<file path="src/rtl/pairing_uart_loader.sv">
// pairing_uart_loader
//   Host-to-core write path for the BN254 pairing core. An 8N1 UART receiver
//   collects packets and writes each one through the core's external input
//   port. A packet is one address byte followed by DATA_W/8 data bytes,
//   most-significant byte first.
//
// Ports:
//   clk         core clock; all logic on posedge
//   rstn        asynchronous active-low reset
//   uart_tx     host-to-FPGA serial line, idle high, asynchronous to clk
//   extin_addr  write address (low ADDR_W bits of the packet address byte)
//   extin_data  assembled DATA_W-bit word
//   extin_en    one-cycle write strobe
//   busy        high from the address start bit until the write or an abort
//   err_frame   one-cycle pulse when a stop bit is sampled low
module pairing_uart_loader #(
  parameter int CLKS_PER_BIT = 868,
  parameter int DATA_W       = 304,
  parameter int ADDR_W       = 8
) (
  input  logic              clk,
  input  logic              rstn,
  input  logic              uart_tx,
  output logic [ADDR_W-1:0] extin_addr,
  output logic [DATA_W-1:0] extin_data,
  output logic              extin_en,
  output logic              busy,
  output logic              err_frame
);

  localparam int NBYTES = DATA_W / 8;
  localparam int CNT_W  = $clog2(CLKS_PER_BIT);
  localparam int BCNT_W = $clog2(NBYTES) + 1;
  localparam logic [CNT_W-1:0]  HALF_M1 = CNT_W'(CLKS_PER_BIT / 2 - 1);
  localparam logic [CNT_W-1:0]  FULL_M1 = CNT_W'(CLKS_PER_BIT - 1);
  localparam logic [BCNT_W-1:0] LAST_M1 = BCNT_W'(NBYTES - 1);

  typedef enum logic [1:0] {B_IDLE, B_START, B_DATA, B_STOP} bit_state_t;
  typedef enum logic [1:0] {P_ADDR, P_DATA, P_WRITE} pkt_state_t;

  // ---------------------------------------------------------------------
  // Input synchronizer. The flops reset high so the line looks idle.
  // ---------------------------------------------------------------------
  logic [1:0] sync_reg;
  logic       rx_s;
  // Counts the cycles since reset until the synchronizer holds real line
  // samples; the reset value of the flops must not count as "line high".
  logic [1:0] settle_reg;

  always_ff @(posedge clk or negedge rstn) begin
    if (!rstn) begin
      sync_reg   <= 2'b11;
      settle_reg <= 2'd0;
    end else begin
      sync_reg <= {sync_reg[0], uart_tx};
      if (settle_reg != 2'd3) settle_reg <= settle_reg + 2'd1;
    end
  end

  assign rx_s = sync_reg[1];

  // ---------------------------------------------------------------------
  // Bit FSM
  // ---------------------------------------------------------------------
  bit_state_t       bstate_reg, bstate_next;
  logic [CNT_W-1:0] tick_reg, tick_next;
  logic [2:0]       bit_idx_reg, bit_idx_next;
  logic [7:0]       shift_reg, shift_next;
  // Set once the line has been seen high in idle; a start bit is only
  // accepted as a genuine high-to-low edge.
  logic             armed_reg, armed_next;
  logic             byte_valid_reg, byte_valid_next;
  logic             frame_err_reg, frame_err_next;
  logic             start_det, false_start;

  always_ff @(posedge clk or negedge rstn) begin
    if (!rstn) begin
      bstate_reg     <= B_IDLE;
      tick_reg       <= '0;
      bit_idx_reg    <= 3'd0;
      shift_reg      <= 8'd0;
      armed_reg      <= 1'b0;
      byte_valid_reg <= 1'b0;
      frame_err_reg  <= 1'b0;
    end else begin
      bstate_reg     <= bstate_next;
      tick_reg       <= tick_next;
      bit_idx_reg    <= bit_idx_next;
      shift_reg      <= shift_next;
      armed_reg      <= armed_next;
      byte_valid_reg <= byte_valid_next;
      frame_err_reg  <= frame_err_next;
    end
  end

  always_comb begin
    bstate_next     = bstate_reg;
    tick_next       = tick_reg + 1'b1;
    bit_idx_next    = bit_idx_reg;
    shift_next      = shift_reg;
    armed_next      = armed_reg;
    byte_valid_next = 1'b0;
    frame_err_next  = 1'b0;
    start_det       = 1'b0;
    false_start     = 1'b0;
    case (bstate_reg)
      B_IDLE: begin
        tick_next = '0;
        if (rx_s) begin
          if (settle_reg == 2'd3) armed_next = 1'b1;
        end else if (armed_reg) begin
          start_det   = 1'b1;
          bstate_next = B_START;
        end
      end
      B_START: begin
        if (tick_reg == HALF_M1) begin
          tick_next = '0;
          if (rx_s) begin
            false_start = 1'b1;
            bstate_next = B_IDLE;
          end else begin
            bit_idx_next = 3'd0;
            bstate_next  = B_DATA;
          end
        end
      end
      B_DATA: begin
        if (tick_reg == FULL_M1) begin
          tick_next    = '0;
          shift_next   = {rx_s, shift_reg[7:1]};
          bit_idx_next = bit_idx_reg + 3'd1;
          if (bit_idx_reg == 3'd7) bstate_next = B_STOP;
        end
      end
      B_STOP: begin
        if (tick_reg == FULL_M1) begin
          tick_next   = '0;
          bstate_next = B_IDLE;
          if (rx_s) begin
            byte_valid_next = 1'b1;
          end else begin
            frame_err_next = 1'b1;
            // Line is low right now: wait for it to return high first.
            armed_next     = 1'b0;
          end
        end
      end
      default: bstate_next = B_IDLE;
    endcase
  end

  assign err_frame = frame_err_reg;

  // ---------------------------------------------------------------------
  // Packet FSM
  // ---------------------------------------------------------------------
  pkt_state_t        pstate_reg, pstate_next;
  logic [7:0]        addr_reg;
  logic [DATA_W-1:0] word_reg;
  logic [BCNT_W-1:0] bcnt_reg;

  always_ff @(posedge clk or negedge rstn) begin
    if (!rstn) pstate_reg <= P_ADDR;
    else       pstate_reg <= pstate_next;
  end

  always_comb begin
    pstate_next = pstate_reg;
    case (pstate_reg)
      P_ADDR:  if (byte_valid_reg) pstate_next = P_DATA;
      P_DATA:  if (byte_valid_reg && bcnt_reg == LAST_M1) pstate_next = P_WRITE;
      P_WRITE: pstate_next = P_ADDR;
      default: pstate_next = P_ADDR;
    endcase
    // A frame error anywhere abandons the packet.
    if (frame_err_reg) pstate_next = P_ADDR;
  end

  always_ff @(posedge clk or negedge rstn) begin
    if (!rstn) begin
      addr_reg   <= 8'd0;
      word_reg   <= '0;
      bcnt_reg   <= '0;
      extin_addr <= '0;
      extin_data <= '0;
      extin_en   <= 1'b0;
      busy       <= 1'b0;
    end else begin
      extin_en <= 1'b0;
      case (pstate_reg)
        P_ADDR: begin
          if (byte_valid_reg) begin
            addr_reg <= shift_reg;
            bcnt_reg <= '0;
          end
        end
        P_DATA: begin
          if (byte_valid_reg) begin
            word_reg <= {word_reg[DATA_W-9:0], shift_reg};
            bcnt_reg <= bcnt_reg + 1'b1;
          end
        end
        P_WRITE: begin
          extin_addr <= addr_reg[ADDR_W-1:0];
          extin_data <= word_reg;
          extin_en   <= 1'b1;
          busy       <= 1'b0;
          word_reg   <= '0;
          bcnt_reg   <= '0;
        end
        default: ;
      endcase
      // busy only tracks the address byte's start bit; data-byte start
      // bits (and their glitches) leave it alone.
      if (pstate_reg == P_ADDR) begin
        if (start_det)   busy <= 1'b1;
        if (false_start) busy <= 1'b0;
      end
      if (frame_err_reg) begin
        word_reg <= '0;
        bcnt_reg <= '0;
        busy     <= 1'b0;
      end
    end
  end

endmodule

</file>
<file path="config.mk">
export PLATFORM = sky130hd
export DESIGN_NAME = pairing_uart_loader
export DESIGN_NICKNAME = d
export VERILOG_FILES = /design/src/rtl/pairing_uart_loader.sv
export SDC_FILE = /design/constraint.sdc
export NUM_CORES = 1
export LEC_CHECK = 0
export BUFFER_PORTS_ARGS = -buffer_cell sky130_fd_sc_hd__buf_2
export CAP_MARGIN = 25
export CORE_ASPECT_RATIO = 1.75
export CORE_MARGIN = 2
export CORE_UTILIZATION = 48
export DETAILED_ROUTE_END_ITERATION = 12
export PLACE_DENSITY = 0.74
export SLEW_MARGIN = 20
export SYNTH_ARGS = -nofsm -noshare
export SYNTH_HDL_FRONTEND = slang
export SYNTH_SLANG_ARGS = --single-unit
</file>
<file path="constraint.sdc">
create_clock -name clk -period 2.6 [get_ports clk]
set_clock_uncertainty 0.1 [all_clocks]
set_input_delay 0.26 -clock clk [delete_from_list [all_inputs] [get_ports clk]]
set_output_delay 0.26 -clock clk [all_outputs]
set_load 0.02 [all_outputs]
</file>
==> flow_summary.ini <==
[placed_design]
io_buffers = 317
place.gp.congestion = 0.8205
dpl_cell_area_um2 = 28160
dpl.hpwl_um = 39140

[clock_tree]
cts_tree = built
root_buffer = clkbuf_16
clock_sinks = 665
cts_buffer_depth = 3
cts_setup_buffers = 0
cts_made_buffers = 57
cts.clk_slew.worst_paths_ps = 70
cts_hold_buffers = 2
cts-resized-gates = 0
clock_latency_ps = 590
h-tree-depth = 2

[pwr]
p_int_w = 0.01550
p_leak_nw = 15.04
p_clk_frac = 0.449
p_sw_w = 0.004150
comb_power_share = 0.019
power_w = 0.01965
seqPwrFrac = 0.531
peakVddDrop_v = 0.0005901
switching_share = 0.2112
p_per_area_nw_per_um2 = 652.1

[detailed_routing]
drc_errors = 0
drt-initial-drc-count = 1138
firstDrtPassIters = 5
antenna_left = 0
wl_per_cell_um = 18.01
viasPerCell = 5.253
vias = 16820
wirelength_um = 57650

[yosys]
ys_warn_count = 0
syn_nets = 2193
async_reset_ff_frac = 1.000
syn_inst = 2179
netlist-cell-type-count = 45
yosys_register_bits = 665
yosysTopAreaCellShare = 0.6461
ys_seq_area_frac = 0.6481
dominantRegCellSynth = dfrtp_1
yosysTopAreaCell = dfrtp_1
synth.area.top_cells = dfrtp_1 65%, mux2_2 14%, nand2_1 9.1%, o21ai_0 5.1%, clkbuf_1 1.2%
syn_area_um2 = 25680
syn_avg_cell_area_um2 = 11.79
yosys.cell_count.top_type = dfrtp_1
synth_edf_count = 0
netlist_top_cells_count = 663 x dfrtp_1, 621 x nand2_1, 329 x mux2_2

[setup_path]
cp-end-kind = flop
crit_chain = inv_1, ha_1, nor2b_1, a211oi_4, buf_4, buf_12, o21ai_0
critical_path_class = flop to flop
cp_data_required_time_ps = 2950
r2r-start = pstate_reg[1]
crit_fanout = 54
timing.critical_path.slowest_stage_cell = dfrtp_1
startpoint = pstate_reg[1]
cp.arrival_ps = 2730
critPathMaxStageDelay_ps = 420
cp-start-kind = flop

[finish]
stdcell_area_um2 = 30130
area_delta_synth_final_pct = 17.33
antennaDiodeCount = 0
fin_util = 0.5673
drive_above_1_share = 0.3202
nets = 2485
num-fill-cells = 4323

[timing]
final_hold_viol_count = 0
relSlewSlack = 0.4043
worstMarginPinSlew_ps = 893.6
max_freq_ghz = 0.4200
rsz0062_at_grt = no
slew_violations = 0
fin_crit_ps = 2381
period_share = 0.9158
finalSetupViolations = 0
tns_ps = 0

[die]
initial_utilization = 0.4835
io_pins = 318
coreArea_um2 = 53110
die_w_um = 178.8
die-area_um2 = 55440
rows = 112
die_y_um = 310.0

[job]
cap_violations = 0

[global_routing]
grt_overflow_total = 0
grt_max_degree = 136
grt_usage = 0.2088
antenna_found_initial = 0
grt_pass1_vias = 17450
grt_pass1_wl_um = 92440

[status]
status = finished, final reports clean

[worst_hold_path]
hold_class = input port to async pin
[logic make-up (layout without fill, tap and decap cells)]
family,after synthesis,count (layout),share of synthesized area
AOI/OAI and AO/OA,336,336,0.06738
xor gates and xnor gates,9,9,0.003070
adders and majority gates,11,11,0.005360
buffers and inverters,146,484,0.02690
DFF,665,665,0.6481
muxes,330,330,0.1447
and+or+nand+nor,682,682,0.1045
[per-layer routing]
layer / routed length [um] / track usage / vias to the layer above
li1: - / - / 7846
met1: 22480 / 0.2555 / 8425
met2: 29150 / 0.3575 / 429
met3: 3717 / 0.04619 / 115
met4: 2302 / 0.08281 / 0
met5: 0 / 0 / -
[power groups by stage]
stage	clock network, W	registers [W]	logic, W
3_3_place_gp	0	0.0106	0.000372
5_1_grt	0.00948	0.0104	0.000441
6_report	0.00883	0.0104	0.000378
3_5_place_dp	0	0.0106	0.000393
2_1_floorplan	0	0.0106	0.0000992
4_1_cts	0.00907	0.0104	0.000398
[layout by cell type (no fill, tap or decap), drive strengths merged, types with 2 or more instances in the layout]
cell type	count
dfrtp	663
nand2	621
buf	370
mux2	329
o21ai	313
clkbuf	75
clkinv	17
nor2	16
ha	11
inv	11
a21oi	10
nand3	7
xnor2	7
bufinv	7
and2	6
nor3	6
or3	5
nand2b	4
a31oi	4
nor2b	3
nand4	3
xor2	2
o31ai	2
a22o	2
clkinvlp	2
dlygate4sd3	2
dfstp	2
nor3b	2
[stage by stage]
stage	hold WS [ps]	worst slack, ps	cells
floorplan	-135.6	543.5	2179
global placement	245.6	300.8	3094
detailed placement	246.8	191.0	3094
CTS	196.3	181.7	3201
global route	228.6	33.64	3201
finish	175.5	218.9	3201
[path summary, 6_finish.rpt]
path / endpoint / slack [ps] / cells after the start
max: word_reg[140] / 220 / 7
max reg2reg: word_reg[140] / 220 / 7
max in group asynchronous: addr_reg[4] / 1270 / 3
min reg2reg: sync_reg[1] / 260 / 0
min: word_reg[107] / 180 / 2
min in group clk: sync_reg[0] / 230 / 2
[cell type report]
type / count / area [um2] / area share
flip-flops and latches: 665 / 16640 / 0.5524
multi-input cells: 1368 / 8366 / 0.2777
clock buffers: 75 / 1584 / 0.05257
repair buffers: 372 / 2290 / 0.07600
inverters: 7 / 26.28 / 0.0008721
well taps: 684 / 855.8 / 0.02841
clock inverters: 30 / 364.1 / 0.01208
[critical path, delay by kind of cell, from the launching register on]
family	cells	cell delay (ps)
AOI/OAI and AO/OA	2	580
buffers and inverters	3	710
and+or+nand+nor	1	110
DFF	1	420
adders and majority gates	1	290
(Power assumes the default switching activity.)
